==> src/rtl/mem_port_arbiter_if.sv <==
// Bundle between the two requesters, the arbiter and the memory array.
// slave: arbiter view; master: requester/memory-side view.
interface mem_port_arbiter_if #(
  parameter int ADDR_W = 32,
  parameter int DATA_W = 32
);
  // fetch requester
  logic              if_req;
  logic [ADDR_W-1:0] if_addr;
  logic              if_gnt;
  logic              if_valid;
  logic [DATA_W-1:0] if_rdata;
  // load/store requester
  logic              d_req;
  logic              d_we;
  logic [ADDR_W-1:0] d_addr;
  logic [DATA_W-1:0] d_wdata;
  logic              d_gnt;
  logic              d_valid;
  logic              d_err;
  logic [DATA_W-1:0] d_rdata;
  // memory array
  logic              mem_en;
  logic              mem_we;
  logic [ADDR_W-3:0] mem_addr;
  logic [DATA_W-1:0] mem_wdata;
  logic [DATA_W-1:0] mem_rdata;

  modport slave (
    input  if_req, if_addr,
    output if_gnt, if_valid, if_rdata,
    input  d_req, d_we, d_addr, d_wdata,
    output d_gnt, d_valid, d_err, d_rdata,
    output mem_en, mem_we, mem_addr, mem_wdata,
    input  mem_rdata
  );

  modport master (
    output if_req, if_addr,
    input  if_gnt, if_valid, if_rdata,
    output d_req, d_we, d_addr, d_wdata,
    input  d_gnt, d_valid, d_err, d_rdata,
    input  mem_en, mem_we, mem_addr, mem_wdata,
    output mem_rdata
  );
endinterface

==> src/rtl/mem_port_arbiter.sv <==
// Per-cycle arbiter sharing one word memory between fetch and load/store.
// Ports: clk, rst (async, active-low), bus (mem_port_arbiter_if.slave).
module mem_port_arbiter #(
  parameter int ADDR_W     = 32,
  parameter int DATA_W     = 32,
  parameter int STARVE_MAX = 4
) (
  input logic               clk,
  input logic               rst,
  mem_port_arbiter_if.slave bus
);

  typedef enum logic [1:0] {
    RET_NONE,
    RET_IF,
    RET_D_OK,
    RET_D_ERR
  } ret_e;

  localparam logic [3:0] SMAX = 4'(STARVE_MAX);

  ret_e       ret_q, ret_d;
  logic       st_q, st_d;
  logic [3:0] starve_q, starve_d;

  logic starved;
  logic aligned;
  logic if_win;
  logic d_win;
  logic unused_addr_bits;

  assign starved = (starve_q == SMAX);
  assign aligned = (bus.d_addr[1:0] == 2'b00);

  // fetch low bits never reach the memory
  assign unused_addr_bits = ^bus.if_addr[1:0];

  // data wins ties unless fetch has been starved out
  always_comb begin
    if_win = rst & bus.if_req
           & (~bus.d_req | starved);
    d_win  = rst & bus.d_req & ~if_win;
  end

  assign bus.if_gnt = if_win;
  assign bus.d_gnt  = d_win;

  always_comb begin
    bus.mem_en    = if_win | d_win;
    bus.mem_we    = d_win & bus.d_we & aligned;
    bus.mem_wdata = bus.d_wdata;
    if (if_win)
      bus.mem_addr = bus.if_addr[ADDR_W-1:2];
    else
      bus.mem_addr = bus.d_addr[ADDR_W-1:2];
  end

  always_comb begin
    starve_d = starve_q;
    if (!bus.if_req || if_win)
      starve_d = 4'd0;
    else if (!starved)
      starve_d = starve_q + 4'd1;
  end

  always_comb begin
    ret_d = RET_NONE;
    st_d  = 1'b0;
    unique case (1'b1)
      if_win: ret_d = RET_IF;
      d_win: begin
        ret_d = aligned ? RET_D_OK : RET_D_ERR;
        st_d  = bus.d_we;
      end
      default: ret_d = RET_NONE;
    endcase
  end

  always_ff @(posedge clk or negedge rst) begin
    if (!rst) begin
      ret_q    <= RET_NONE;
      st_q     <= 1'b0;
      starve_q <= 4'd0;
    end else begin
      ret_q    <= ret_d;
      st_q     <= st_d;
      starve_q <= starve_d;
    end
  end

  // return side: memory data is only valid in the cycle after the grant
  always_comb begin
    bus.if_valid = 1'b0;
    bus.if_rdata = '0;
    bus.d_valid  = 1'b0;
    bus.d_err    = 1'b0;
    bus.d_rdata  = '0;
    unique case (ret_q)
      RET_IF: begin
        bus.if_valid = 1'b1;
        bus.if_rdata = bus.mem_rdata;
      end
      RET_D_OK: begin
        bus.d_valid = 1'b1;
        if (!st_q)
          bus.d_rdata = bus.mem_rdata;
      end
      RET_D_ERR: begin
        bus.d_valid = 1'b1;
        bus.d_err   = 1'b1;
      end
      default: bus.d_valid = 1'b0;
    endcase
  end

endmodule

==> src/flat_wrapper.sv <==
// flat-port wrapper written by rule: the top's interface ports become plain ports
module mem_port_arbiter_flat 
#(
  parameter int ADDR_W     = 32,
  parameter int DATA_W     = 32,
  parameter int STARVE_MAX = 4
)
  (clk, rst, bus_if_req, bus_if_addr, bus_if_gnt, bus_if_valid, bus_if_rdata, bus_d_req, bus_d_we, bus_d_addr, bus_d_wdata, bus_d_gnt, bus_d_valid, bus_d_err, bus_d_rdata, bus_mem_en, bus_mem_we, bus_mem_addr, bus_mem_wdata, bus_mem_rdata);
  mem_port_arbiter_if #(.ADDR_W(ADDR_W), .DATA_W(DATA_W)) bus_i ();
  input logic clk;
  input logic rst;
  input wire logic [$bits(bus_i.if_req)-1:0] bus_if_req;
  input wire logic [$bits(bus_i.if_addr)-1:0] bus_if_addr;
  output wire logic [$bits(bus_i.if_gnt)-1:0] bus_if_gnt;
  output wire logic [$bits(bus_i.if_valid)-1:0] bus_if_valid;
  output wire logic [$bits(bus_i.if_rdata)-1:0] bus_if_rdata;
  input wire logic [$bits(bus_i.d_req)-1:0] bus_d_req;
  input wire logic [$bits(bus_i.d_we)-1:0] bus_d_we;
  input wire logic [$bits(bus_i.d_addr)-1:0] bus_d_addr;
  input wire logic [$bits(bus_i.d_wdata)-1:0] bus_d_wdata;
  output wire logic [$bits(bus_i.d_gnt)-1:0] bus_d_gnt;
  output wire logic [$bits(bus_i.d_valid)-1:0] bus_d_valid;
  output wire logic [$bits(bus_i.d_err)-1:0] bus_d_err;
  output wire logic [$bits(bus_i.d_rdata)-1:0] bus_d_rdata;
  output wire logic [$bits(bus_i.mem_en)-1:0] bus_mem_en;
  output wire logic [$bits(bus_i.mem_we)-1:0] bus_mem_we;
  output wire logic [$bits(bus_i.mem_addr)-1:0] bus_mem_addr;
  output wire logic [$bits(bus_i.mem_wdata)-1:0] bus_mem_wdata;
  input wire logic [$bits(bus_i.mem_rdata)-1:0] bus_mem_rdata;
  assign bus_i.if_req = bus_if_req;
  assign bus_i.if_addr = bus_if_addr;
  assign bus_if_gnt = bus_i.if_gnt;
  assign bus_if_valid = bus_i.if_valid;
  assign bus_if_rdata = bus_i.if_rdata;
  assign bus_i.d_req = bus_d_req;
  assign bus_i.d_we = bus_d_we;
  assign bus_i.d_addr = bus_d_addr;
  assign bus_i.d_wdata = bus_d_wdata;
  assign bus_d_gnt = bus_i.d_gnt;
  assign bus_d_valid = bus_i.d_valid;
  assign bus_d_err = bus_i.d_err;
  assign bus_d_rdata = bus_i.d_rdata;
  assign bus_mem_en = bus_i.mem_en;
  assign bus_mem_we = bus_i.mem_we;
  assign bus_mem_addr = bus_i.mem_addr;
  assign bus_mem_wdata = bus_i.mem_wdata;
  assign bus_i.mem_rdata = bus_mem_rdata;
  mem_port_arbiter #(.ADDR_W(ADDR_W), .DATA_W(DATA_W), .STARVE_MAX(STARVE_MAX)) u_core (.clk(clk), .rst(rst), .bus(bus_i));
endmodule
==> config.mk <==
export PLATFORM = sky130hd
export DESIGN_NAME = mem_port_arbiter_flat
export DESIGN_NICKNAME = d
export VERILOG_FILES = /design/src/rtl/mem_port_arbiter_if.sv /design/src/rtl/mem_port_arbiter.sv /design/src/flat_wrapper.sv
export SDC_FILE = /design/constraint.sdc
export NUM_CORES = 1
export LEC_CHECK = 0
export ABC_AREA = 1
export BUFFER_PORTS_ARGS = -buffer_cell sky130_fd_sc_hd__buf_4
export CAP_MARGIN = 10
export CORE_AREA = 4 4 100 102
export CTS_BUF_LIST = sky130_fd_sc_hd__clkbuf_2
export CTS_CLUSTER_DIAMETER = 60
export DETAILED_ROUTE_END_ITERATION = 8
export DIE_AREA = 0 0 104 106
export HOLD_SLACK_MARGIN = 0.03
export SETUP_SLACK_MARGIN = 0.4
export SYNTH_ARGS = -nofsm -noshare
export SYNTH_HDL_FRONTEND = slang
export SYNTH_SLANG_ARGS = --single-unit
==> constraint.sdc <==
create_clock -name clk -period 2.6 [get_ports clk]
set_input_delay 0.39 -clock clk [delete_from_list [all_inputs] [get_ports clk]]
set_output_delay 0.39 -clock clk [all_outputs]
set_load 0.02 [all_outputs]
==> results of run 1 <==
==> critical path: stages, from the launching register on <==
cell and delay [ps]:
sky130_fd_sc_hd__dfrtp_1 430, sky130_fd_sc_hd__inv_2 90, sky130_fd_sc_hd__ha_4 130, sky130_fd_sc_hd__nand3_4 100
sky130_fd_sc_hd__nand2_4 110, sky130_fd_sc_hd__nand2_8 80, sky130_fd_sc_hd__buf_12 150, sky130_fd_sc_hd__buf_4 130
sky130_fd_sc_hd__nand2_1 50, sky130_fd_sc_hd__nand2_1 60, sky130_fd_sc_hd__buf_4 160
==> area by class of cell <==
cell class / count / area [um^2] / area share, %
multi-input cells: 186 / 822 / 27.3
inverters: 46 / 180 / 5.99
clock buffers: 3 / 15.0 / 0.499
repair buffers: 211 / 1670 / 55.6
well taps: 111 / 139 / 4.62
flip-flops and latches: 7 / 175 / 5.82
clock inverters: 1 / 5.00 / 0.166
==> timing repair <==
item / 4_1_cts / 5_1_grt
gates cloned: 0 / 2
endpoints found under the setup margin: 33 / 33
hold buffers: 1 / 0
resized for setup: 4 / 19
setup buffers: 0 / 6
endpoints found under the hold margin: 7 / 0
pin swaps: 0 / 4
==> path summary, 6_finish.rpt <==
kind                                                        to  cells past startpoint
min in group asynchronous                u_core.st_q$_DFF_PN0_                      2
worst min register to register  u_core.starve_q[3]$_DFFE_PN0P_                      3
worst min-delay path                     u_core.st_q$_DFF_PN0_                      3
worst max-delay path                          bus_mem_addr[29]                     10
max in group asynchronous       u_core.starve_q[1]$_DFFE_PN0P_                      2
worst max register to register  u_core.starve_q[1]$_DFFE_PN0P_                      9
==> cell usage in the layout (no fill, tap or decap) <==
cell type / Yosys / layout
sky130_fd_sc_hd__inv_8: 0 / 1
sky130_fd_sc_hd__buf_4: 32 / 198
sky130_fd_sc_hd__nand3_4: 0 / 1
sky130_fd_sc_hd__or3_1: 1 / 1
sky130_fd_sc_hd__buf_6: 7 / 8
sky130_fd_sc_hd__nand4_1: 1 / 1
sky130_fd_sc_hd__clkinv_2: 0 / 1
sky130_fd_sc_hd__ha_1: 2 / 1
sky130_fd_sc_hd__buf_12: 0 / 3
sky130_fd_sc_hd__xor2_1: 1 / 1
sky130_fd_sc_hd__clkbuf_2: 0 / 3
sky130_fd_sc_hd__nand2_8: 0 / 1
sky130_fd_sc_hd__nor2_2: 13 / 13
sky130_fd_sc_hd__nand2_2: 1 / 3
sky130_fd_sc_hd__clkbuf_16: 0 / 1
sky130_fd_sc_hd__o21ai_0: 2 / 2
sky130_fd_sc_hd__nand2_4: 1 / 1
sky130_fd_sc_hd__dfrtp_1: 7 / 7
sky130_fd_sc_hd__inv_1: 45 / 43
sky130_fd_sc_hd__nor2_1: 59 / 59
sky130_fd_sc_hd__ha_4: 0 / 1
sky130_fd_sc_hd__dlygate4sd3_1: 0 / 1
sky130_fd_sc_hd__nand3_1: 3 / 3
sky130_fd_sc_hd__inv_2: 1 / 2
sky130_fd_sc_hd__nand2_1: 101 / 98
==> logic make-up after synthesis <==
kind of cell,after synthesis
AOI/OAI and AO/OA,2
xor gates and xnor gates,1
adders and majority gates,2
buffers and inverters,92
DFF,7
and+or+nand+nor,181
==> report_power, final <==
part / internal, uW / switching (uW)
registers: 118 / 10.7
logic: 280 / 293
clock network: 34.9 / 39.9
total: 432 / 344
==> per-layer routing <==
metal	global-route usage, %	up-vias	part of all wire [%]
met3	4.61	2	15
met5	0	-	0
li1	-	1114	-
met2	17.5	163	50
met4	1.99	0	0.35
met1	10.0	947	35
==> through the flow <==
stage	area, um^2	hold slack (ps)	setup WS (ps)	cells
after CTS	2830	430	366	557
after global routing	3010	444	392	565
after global placement	2780	211	529	552
after detailed placement	2780	214	479	552
after floorplan	1480	94.4	801	285
final	3010	444	491	565
==> sequential cells by signal, summed over array words and instances, names as in the netlist <==
name,cells
u_core.ret_q,2
u_core.st_q,1
u_core.starve_q,4
==> synthesized netlist by cell type, drive strengths merged <==
| cell | instances | area share (%) |
|---|---|---|
| nor2 | 72 | 20 |
| o21ai | 2 | 0.68 |
| nand3 | 4 | 1.7 |
| nand4 | 1 | 0.42 |
| buf | 43 | 23 |
| or3 | 1 | 0.42 |
| inv | 46 | 12 |
| ha | 2 | 1.7 |
| xor2 | 1 | 0.59 |
| clkbuf | 3 | 0.76 |
| dfrtp | 7 | 12 |
| nand2 | 103 | 27 |
==> Implementation_results.wiki, run 1 <==
{| class="wikitable"
! Metric !! Value
|-
| Die span in x || 104 um
|-
| Area Growth Syn to Fin || 103%
|-
| Final setup TNS || 0 ps
|-
| Yosys reg bits || 7
|-
| TritonCTS clock tree || yes
|-
| Cell row count || 35
|-
| Fin crit period || roughly 2100 ps
|-
| YS warnings || 0
|-
| Data required time of the worst path || 2210 ps
|-
| Die Area || 11,000 um^2
|-
| Total power density per cell area || 258 nW/um^2
|-
| Normalized max-slew margin || 73.8%
|-
| Worst Setup End Kind || output port
|-
| Register-to-register path setup slack || roughly 1100 ps
|-
| Clock transition time at the flip-flop clock pins of the worst setup and hold paths || 70 ps
|-
| Reg-to-reg startpoint || u_core.starve_q[0]$_DFFE_PN0P_
|-
| Via density per instance || 3.94
|-
| Worst clock skew || 2.18 ps
|-
| Overall routing resource usage || 9.60%
|-
| Final estimated routing congestion in global placement || 0.721
|-
| Maximum number of pins on one net before global-route repair || 34
|-
| Maximum buffer depth of the clock tree || 2
|-
| Area fraction in compound gates after synthesis || 0.677%
|-
| IO Pins || 266
|-
| Unrepaired setup endpoints after global routing || false
|-
| Proportion of synthesized area in mux cells || 0%
|-
| Max capacitance violation total || 0
|-
| Overflow left after global routing || 0
|-
| Path type of the worst min-delay path || input pin to register
|-
| Initial DRC Count || 72
|-
| Fin util || between 30% and 40%
|-
| Synth Instances || approximately 290
|-
| Outcome || complete, no violations
|-
| Max Slew Vio Count || 0
|-
| Num Clock Sinks || 7
|-
| Fraction of the cycle the final worst path needs || 81.1%
|-
| Routed Wire Length || 6070 um
|-
| Post-synth cell types || 19
|-
| Final hold violations || 0
|-
| Clk Tree Root Cell || sky130_fd_sc_hd__clkbuf_2
|-
| Total design power || around 780 uW
|-
| Least-Margin Pin Slew || 394 ps
|-
| Post-Synthesis Cell Area || 1480 um^2
|-
| Wire length per cell || 10.7 um
|-
| Number of clock buffers inserted by TritonCTS || 3
|-
| Layout fillers || between 900 and 1,000
|-
| Critical path peak fanout || 7
|-
| Number of H-tree levels || 1
|-
| Simple-gate portion of the synthesized area || 49.8%
|-
| Antenna violation net count after detailed routing || 0
|-
| Diodes inserted || 0
|-
| Area of the placeable core || about 9100 um^2
|-
| Launch point of the critical path || u_core.starve_q[0]$_DFFE_PN0P_
|-
| Port Buffers || 199
|-
| Number of setup violations in the final report || 0
|-
| Part of the Yosys area used for sequential elements || between 10% and 20%
|-
| Area share of xor/xnor cells in the synthesized design || less than 1%
|-
| Mean area per synthesized cell || 5.19 um^2
|-
| Fraction of layout cells with a size suffix above 1 || a little over half
|-
| Peak Freq || roughly 470 MHz
|-
| Source-to-sink clock delay at the later pin of the worst-skew pair || roughly 230 ps
|-
| Combinational family with the most area after synthesis || simple AND/OR/NAND/NOR gates
|-
| Startpoint of the tightest hold check path || bus_d_we
|-
| Net count after synthesis || 420
|-
| Kind of start point of the critical path || register
|-
| Number of antenna violations at the first check in global routing || 0
|-
| HPWL Detailed || 4960 um
|-
| Static leakage || a little under 0.002 uW
|-
| Global-route wire length before repair || 9220 um
|-
| Vertical extent of the die || 106 um
|-
| Total via count in the routed design || 2,226
|-
| Start-to-end type of the worst setup path || register to output port
|-
| Data arrival time of the critical path || approximately 1700 ps
|-
| Router iterations before antenna repair || 4
|-
| Nets || 590
|-
| Worst-case vdd ir drop || 0.0000846 V
|-
| Initial standard-cell utilization of the core || 16.2%
|-
| Via count of the first global-routing pass || 2,085
|-
| Area share of fa/ha/maj cells after synthesis || 1.69%
|-
| Count of unresolved DRC violations after routing || 0
|}
Power figures use the tool's default switching activity.
==> run 2: changes to the inputs <==
--- a/config.mk
+++ b/config.mk
@@ -5,14 +5,14 @@
 export SDC_FILE = /design/constraint.sdc
 export NUM_CORES = 1
 export LEC_CHECK = 0
-export ABC_AREA = 1
+export ABC_AREA = 0
 export BUFFER_PORTS_ARGS = -buffer_cell sky130_fd_sc_hd__buf_4
 export CAP_MARGIN = 10
-export CORE_AREA = 4 4 100 102
+export CORE_AREA = 4 4 101 103
 export CTS_BUF_LIST = sky130_fd_sc_hd__clkbuf_2
 export CTS_CLUSTER_DIAMETER = 60
 export DETAILED_ROUTE_END_ITERATION = 8
-export DIE_AREA = 0 0 104 106
+export DIE_AREA = 0 0 105 107
 export HOLD_SLACK_MARGIN = 0.03
 export SETUP_SLACK_MARGIN = 0.4
 export SYNTH_ARGS = -nofsm -noshare
==> constraint.sdc (replaced) <==
create_clock -name clk -period 1.95 [get_ports clk]
set_input_delay 0.2925 -clock clk [delete_from_list [all_inputs] [get_ports clk]]
set_output_delay 0.2925 -clock clk [all_outputs]
set_load 0.02 [all_outputs]
==> Implementation_results.wiki, run 2 <==
{| class="wikitable"
! Metric !! Value
|-
| Outcome || finished with violations
|-
| Failing checks || negative setup slack
|-
| Share of synthesized registers carrying an async set or reset || 100%
|-
| Number of clock buffers inserted by TritonCTS || 3
|-
| Max Slew Vio Count || 0
|-
| Diodes inserted || 0
|-
| YS warnings || 0
|-
| Nets || 514
|-
| Register-to-register path setup slack || 490 ps
|-
| Synth Instances || around 180
|-
| Cell row count || 35
|-
| Setup crit end || bus_mem_addr[15]
|-
| Area taken by flip-flops and latches || 175 um^2
|-
| Total via count in the routed design || 2,025
|-
| Num Clock Sinks || 7
|-
| Fraction of the cycle the final worst path needs || 109%
|-
| Post-synth cell types || 28
|-
| Total power density per cell area || 325 nW/um^2
|-
| Data required time of the worst path || 1660 ps
|-
| Port Buffers || 199
|-
| Clock transition time at the flip-flop clock pins of the worst setup and hold paths || 90 ps
|-
| Vertical extent of the die || 107 um
|-
| Router iterations before antenna repair || 3
|-
| Area of the placeable core || 9200 um^2
|-
| Post-Layout Cell Count || 489
|-
| Path type of the worst min-delay path || input pin to register
|-
| Part of the Yosys area used for sequential elements || approximately 12%
|-
| Number of setup violations in the final report || 30
|-
| Endpoint of the most critical register-to-register path || u_core.st_q$_DFF_PN0_
|-
| Normalized max-slew margin || 78.5%
|-
| Static leakage || 0.00203 uW
|-
| Flip-flop count of the largest register, all copies and words added || 4
|-
| Worst setup margin || -183 ps
|-
| Overall routing resource usage || 10.8%
|-
| Mean area per synthesized cell || 8.17 um^2
|-
| Unrepaired setup endpoints after global routing || true
|-
| Final estimated routing congestion in global placement || 0.755
|-
| Top cell type's share of synthesized area || around 29%
|-
| Number of H-tree levels || 1
|-
| Fraction of layout cells with a size suffix above 1 || 91.3%
|-
| Initial standard-cell utilization of the core || between 10% and 20%
|-
| HPWL Detailed || 5230 um
|-
| Total stage count of the critical path || 8
|-
| Kind of start point of the critical path || register
|-
| Maximum number of pins on one net before global-route repair || 33
|-
| Largest incremental delay on the critical path || 390 ps
|-
| Global-route wire length before repair || a little over 10,000 um
|-
| Final hold violations || 0
|-
| Routed Wire Length || 7150 um
|-
| Cell-by-cell trace of the critical path || inv_2 -> ha_4 -> nand3b_4 -> a21oi_4 -> buf_12 -> buf_4 -> mux2_4 -> buf_4
|-
| Post-placement cell count || 460
|-
| Overflow left after global routing || 0
|-
| Launch point of the critical path || u_core.starve_q[0]$_DFFE_PN0P_
|-
| Cell with the biggest individual delay on the critical path || sky130_fd_sc_hd__dfrtp_1
|-
| Source-to-sink clock delay at the later pin of the worst-skew pair || 240 ps
|-
| Cell area reported after detailed placement || 3050 um^2
|-
| Largest registers ranked by flip-flop count || u_core.starve_q x4, u_core.ret_q x2, u_core.st_q x1
|-
| Data arrival time of the critical path || 1840 ps
|-
| Peak Freq || 469 MHz
|-
| Start-to-end type of the worst setup path || register to output port
|-
| Largest area contributor in the netlist || sky130_fd_sc_hd__and2_1
|-
| Top Family by Delay on Critical Path || buffers and inverters
|-
| Via count of the first global-routing pass || about 2,200
|-
| Most common cell after layout, fill and taps aside || sky130_fd_sc_hd__buf_4
|-
| Count leader, synth || sky130_fd_sc_hd__and2_1
|-
| Top cells by area in the synthesized netlist || sky130_fd_sc_hd__and2_1, sky130_fd_sc_hd__mux2_2, sky130_fd_sc_hd__buf_4, sky130_fd_sc_hd__dfrtp_1, sky130_fd_sc_hd__buf_6
|-
| Commonest cells after routing, fill and taps aside || sky130_fd_sc_hd__buf_4, sky130_fd_sc_hd__buf_6, sky130_fd_sc_hd__and2_4
|-
| Antenna violation net count after detailed routing || 0
|-
| Count of unresolved DRC violations after routing || 0
|-
| Clk Tree Root Cell || sky130_fd_sc_hd__clkbuf_2
|-
| Worst-case vdd ir drop || 0.000132 V
|-
| Die Area || 11,200 um^2
|-
| Worst clock skew || 10.9 ps
|-
| Critical Path Most Common Cell || sky130_fd_sc_hd__buf_4
|-
| Wire length per cell || approximately 15 um
|-
| Initial DRC Count || 40
|-
| Count of flip-flops with a built-in enable after synthesis || 0
|-
| Main synth FF type || sky130_fd_sc_hd__dfrtp_1
|-
| Number of buffer and inverter instances along the worst setup path || 4
|-
| Die span in x || about 110 um
|-
| Max capacitance violation total || 0
|-
| Total design power || 1260 uW
|-
| Post-Synthesis Cell Area || 1450 um^2
|-
| Net count after synthesis || between 300 and 400
|-
| Reg-to-reg startpoint || u_core.starve_q[0]$_DFFE_PN0P_
|-
| Number of antenna violations at the first check in global routing || 0
|-
| Fin crit period || 2130 ps
|-
| Reg with most FFs || u_core.starve_q
|-
| Yosys reg bits || 7
|-
| Least-Margin Pin Slew || around 320 ps
|-
| Worst Setup End Kind || output port
|-
| Layout fillers || 850
|-
| Synth cell count leaders || sky130_fd_sc_hd__and2_1, sky130_fd_sc_hd__buf_4, sky130_fd_sc_hd__mux2_2, sky130_fd_sc_hd__clkbuf_1, sky130_fd_sc_hd__dfrtp_1
|-
| R2R cell count || 8
|-
| Design Area, Final || 3880 um^2
|-
| TritonCTS clock tree || yes
|-
| Critical path peak fanout || 13
|-
| Area Growth Syn to Fin || 168%
|-
| Maximum buffer depth of the clock tree || 2
|-
| Via density per instance || 4.14
|-
| Footprint of the multi-input gates || 1260 um^2
|-
| IO Pins || 266
|}
[run 2: cell count changes after synthesis, moves of 13 or more]
cell,previous run,this run
sky130_fd_sc_hd__nor2_2,13,0
sky130_fd_sc_hd__nand2_1,101,3
sky130_fd_sc_hd__nor2_1,59,5
sky130_fd_sc_hd__and2_1,0,66
sky130_fd_sc_hd__mux2_2,0,28
sky130_fd_sc_hd__inv_1,45,4
[run 2: routing by layer]
metal  global-route usage, %  part of all wire [%]  up-vias
met5                       0                     0        -
met4                   0.656                 0.056        0
met3                    5.00                    13        2
met2                    20.7                    52      168
met1                    11.1                    35      910
li1                        -                     -      945
[run 2: final cells by class]
type,count,share of cell area (%)
clock inverters,1,0.129
well taps,111,3.58
flip-flops and latches,7,4.51
clock buffers,3,0.387
repair buffers,239,58.4
multi-input cells,124,32.6
inverters,4,0.387
[run 2: kinds of logic after synthesis]
group	Yosys count	share of synthesized area, %
fa+ha+maj	2	1.73
buf+inv	46	21.8
simple gates	81	34.5
compound gates	9	5.19
mux	31	24.0
flops	7	12.1
xor+xnor	1	0.606
[run 2: worst min path at each step]
stage / start / end / cells past startpoint
2_1_floorplan: rst / u_core.ret_q[0]$_DFF_PN0_ / 0
3_3_place_gp: rst / u_core.starve_q[3]$_DFFE_PN0P_ / 2
3_5_place_dp: rst / u_core.starve_q[2]$_DFFE_PN0P_ / 2
4_1_cts: bus_d_we / u_core.st_q$_DFF_PN0_ / 2
5_1_grt: bus_d_we / u_core.st_q$_DFF_PN0_ / 2
6_report: bus_d_we / u_core.st_q$_DFF_PN0_ / 2
[run 2: worst register-to-register path, stage by stage (launching register included)]
cell,delay [ps]
sky130_fd_sc_hd__dfrtp_1,390
sky130_fd_sc_hd__inv_2,70
sky130_fd_sc_hd__ha_4,150
sky130_fd_sc_hd__buf_4,110
sky130_fd_sc_hd__buf_6,90
sky130_fd_sc_hd__a41oi_2,120
sky130_fd_sc_hd__buf_4,170
sky130_fd_sc_hd__buf_4,130
sky130_fd_sc_hd__and2_1,140
[run 2: power breakdown]
group          internal (uW)  switching (uW)
clock network           46.5            57.4
logic                    599             396
registers                155            9.36
total                    800             463
[run 2: timing repair]
item,CTS,global route
cloned,2,5
resized for setup,161,18
endpoints found under the hold margin,7,0
endpoints found under the setup margin,97,98
pin swaps,12,39
hold buffers,1,0
buffers inserted,6,11
[run 2: metrics by stage]
stage	hold WS, ps	setup WS, ps	util (%)	TNS (ps)
finish	281	-183	42.2	-4640
detailed placement	222	17.6	33.2	0
global route	260	-256	42.2	-7010
global placement	222	30.5	33.2	0
floorplan	-3.09	165	-	0
CTS	281	-213	39.9	-5180
==> run 3: changes to the inputs <==
--- a/config.mk
+++ b/config.mk
@@ -6,7 +6,7 @@
 export NUM_CORES = 1
 export LEC_CHECK = 0
 export ABC_AREA = 0
-export BUFFER_PORTS_ARGS = -buffer_cell sky130_fd_sc_hd__buf_4
+export BUFFER_PORTS_ARGS = -buffer_cell sky130_fd_sc_hd__buf_2
 export CAP_MARGIN = 10
 export CORE_AREA = 4 4 101 103
 export CTS_BUF_LIST = sky130_fd_sc_hd__clkbuf_2
==> constraint.sdc (replaced) <==
create_clock -name clk -period 1.95 [get_ports clk]
set_input_delay 0.2925 -clock clk [delete_from_list [all_inputs] [get_ports clk]]
set_output_delay 0.2925 -clock clk [all_outputs]
set_load 0.005 [all_outputs]
==> Implementation_results.wiki, run 3 (same netlist as run 2, synthesis figures left out) <==
{| class="wikitable"
! Metric !! Value
|-
| Outcome || finished with violations
|-
| Failing checks || negative setup slack
|-
| Proportion of power drawn by flip-flops and latches || 15.5%
|-
| Least-Margin Pin Slew || 328 ps
|-
| Final setup TNS || -5430 ps
|-
| Count of unresolved DRC violations after routing || 0
|-
| Port Buffers || 199
|-
| Clock transition time at the flip-flop clock pins of the worst setup and hold paths || 70 ps
|-
| R2R cell count || 6
|-
| Switching share of power || 31.3%
|-
| Num Clock Sinks || 7
|-
| Total power density per cell area || ~300 nW/um^2
|-
| Max capacitance violation total || 0
|-
| Endpoint of the most critical register-to-register path || u_core.starve_q[3]$_DFFE_PN0P_
|-
| Internal Power || 734 uW
|-
| Global-route wire length before repair || a little over 9000 um
|-
| Wire length per cell || ~16 um
|-
| Overflow left after global routing || 0
|-
| Critical path peak fanout || 8
|-
| Number of clock buffers inserted by TritonCTS || 3
|-
| Register-to-register path setup slack || ~630 ps
|-
| Number of setup violations in the final report || 30
|-
| Largest registers ranked by flip-flop count || u_core.starve_q x4, u_core.ret_q x2, u_core.st_q x1
|-
| HPWL Detailed || approximately 4700 um
|-
| Worst-case vdd ir drop || ~0.00012 V
|-
| Count of cells along the worst hold path || 2
|-
| Fin crit period || 2160 ps
|-
| Flip-flop count of the largest register, all copies and words added || 4
|-
| Cell-by-cell trace of the critical path || inv_2 -> ha_4 -> nand3b_4 -> a21oi_4 -> buf_12 -> clkbuf_16 -> mux2_4 -> buf_6
|-
| Fraction of layout cells with a size suffix above 1 || 90.6%
|-
| Reported net switching power || 334 uW
|-
| Footprint of the multi-input gates || 1260 um^2
|-
| Total via count in the routed design || between 2,000 and 2,500
|-
| Number of buffer and inverter instances along the worst setup path || 4
|-
| Reg with most FFs || u_core.starve_q
|-
| Startpoint of the tightest hold check path || bus_d_we
|-
| Clock power share || under 10%
|-
| Number of antenna violations at the first check in global routing || 0
|-
| IO Pins || 266
|-
| Cell area reported after detailed placement || 2460 um^2
|-
| Source-to-sink clock delay at the later pin of the worst-skew pair || 230 ps
|-
| Router iterations before antenna repair || 5
|-
| Data arrival time of the critical path || 1870 ps
|-
| Worst clock skew || ~8.1 ps
|-
| Layout fillers || 887
|-
| Vertical extent of the die || between 100 and 150 um
|-
| Max Slew Vio Count || 0
|-
| Cell row count || 35
|-
| Via count of the first global-routing pass || 1,943
|-
| Final estimated routing congestion in global placement || about 0.75
|-
| Static leakage || 0.00190 uW
|-
| Via density per instance || 4.23
|-
| Reg-to-reg startpoint || u_core.starve_q[1]$_DFFE_PN0P_
|-
| Cell with the biggest individual delay on the critical path || sky130_fd_sc_hd__dfrtp_1
|-
| Post-Route Hold Slack || 293 ps
|-
| Number of H-tree levels || 1
|-
| Area taken by flip-flops and latches || 176 um^2
|-
| Peak Freq || between 400 and 500 MHz
|-
| Initial standard-cell utilization of the core || between 15 and 20%
|-
| Combinational group share of total power || between 70 and 80%
|-
| Fraction of the cycle the final worst path needs || 111%
|-
| Normalized max-slew margin || 77.8%
|-
| Path type of the worst min-delay path || input pin to register
|-
| Most common cell after layout, fill and taps aside || sky130_fd_sc_hd__buf_2
|-
| Unrepaired setup endpoints after global routing || true
|-
| Commonest cells after routing, fill and taps aside || sky130_fd_sc_hd__buf_2, sky130_fd_sc_hd__buf_6, sky130_fd_sc_hd__and2_4
|-
| Fin util || 39.0%
|-
| Area Growth Syn to Fin || 148%
|-
| Nets || 499
|-
| Worst setup margin || -209 ps
|-
| Worst Setup End Kind || output port
|-
| Final hold violations || 0
|-
| Initial DRC Count || 87
|-
| Diodes inserted || 0
|-
| Start-to-end type of the worst setup path || register to output port
|-
| Maximum buffer depth of the clock tree || 2
|-
| Hold endpoint || u_core.st_q$_DFF_PN0_
|-
| Antenna violation net count after detailed routing || 0
|-
| TritonCTS clock tree || yes
|-
| Kind of start point of the critical path || register
|-
| Overall routing resource usage || between 10% and 20%
|-
| Data required time of the worst path || 1660 ps
|-
| Routed Wire Length || 7630 um
|-
| Die Area || 11,200 um^2
|-
| Clk Tree Root Cell || sky130_fd_sc_hd__clkbuf_2
|-
| Die span in x || ~110 um
|-
| Largest incremental delay on the critical path || 390 ps
|-
| Maximum number of pins on one net before global-route repair || 33
|-
| Design Area, Final || 3590 um^2
|-
| Top Family by Delay on Critical Path || buffers and inverters
|-
| Area of the placeable core || 9200 um^2
|}
==> run 3: cell count changes in the layout (fill, tap and decap cells not counted), moves of 3 or more <==
cell	previous run	this run
sky130_fd_sc_hd__buf_6	91	95
sky130_fd_sc_hd__buf_4	136	7
sky130_fd_sc_hd__buf_16	0	3
sky130_fd_sc_hd__buf_2	0	106
==> run 3: metrics by stage <==
stage,total power (uW),setup WS (ps),instances
2_1_floorplan,438,222,177
3_3_place_gp,623,30.2,451
3_5_place_dp,633,3.45,451
4_1_cts,879,-253,463
5_1_grt,1140,-299,474
6_report,1070,-209,474
==> run 3: per-layer routing <==
metal | track usage [%] | vias to the layer above | wire length (um)
met1 | 9.72 | 901 | 2620
li1 | - | 917 | -
met3 | 3.01 | 17 | 762
met4 | 1.87 | 0 | 196
met5 | 0 | - | 0
met2 | 20.6 | 172 | 4050
==> run 3: area by class of cell <==
| cell class | instances | share of cell area (%) |
|---|---|---|
| inverter | 4 | 0.418 |
| sequential | 7 | 4.91 |
| clock buffer | 4 | 0.557 |
| multi-input combinational | 124 | 35.1 |
| tap | 111 | 3.87 |
| timing repair buffer | 224 | 55.2 |
==> run 3: what timing repair did <==
item / 4_1_cts / 5_1_grt
gates resized for setup: 78 / 110
hold buffers: 1 / 0
endpoints found under the hold margin: 7 / 0
cloned: 3 / 7
setup endpoints to repair: 97 / 97
buffers inserted: 4 / 4
pin swaps: 16 / 25
==> run 3: power groups by stage <==
stage	combinational (uW)	clock (uW)	sequential, uW
4_1_cts	604	111	164
2_1_floorplan	272	0	165
5_1_grt	845	126	167
3_3_place_gp	456	0	166
6_report	796	106	166
3_5_place_dp	466	0	167
==> run 3: worst reg2reg max path: cells and delay by family, from the launching register on <==
kind                     cells  cell delay, ps
AND/OR/NAND/NOR              2             180
flip-flops                   1             390
adder cells (fa/ha/maj)      1             150
buffers and inverters        2             250
AO/OA/AOI/OAI                1             230
==> run 3: worst max-delay path by stage <==
stage / start / end / cells after the start
finish: u_core.starve_q[1]$_DFFE_PN0P_ / bus_mem_addr[23] / 8
global route: u_core.starve_q[0]$_DFFE_PN0P_ / bus_mem_addr[23] / 8
CTS: u_core.starve_q[1]$_DFFE_PN0P_ / bus_mem_addr[29] / 8
detailed placement: u_core.starve_q[0]$_DFFE_PN0P_ / bus_mem_addr[29] / 7
global placement: u_core.starve_q[0]$_DFFE_PN0P_ / bus_mem_addr[29] / 7
floorplan: u_core.starve_q[1]$_DFFE_PN0P_ / bus_mem_addr[10] / 6
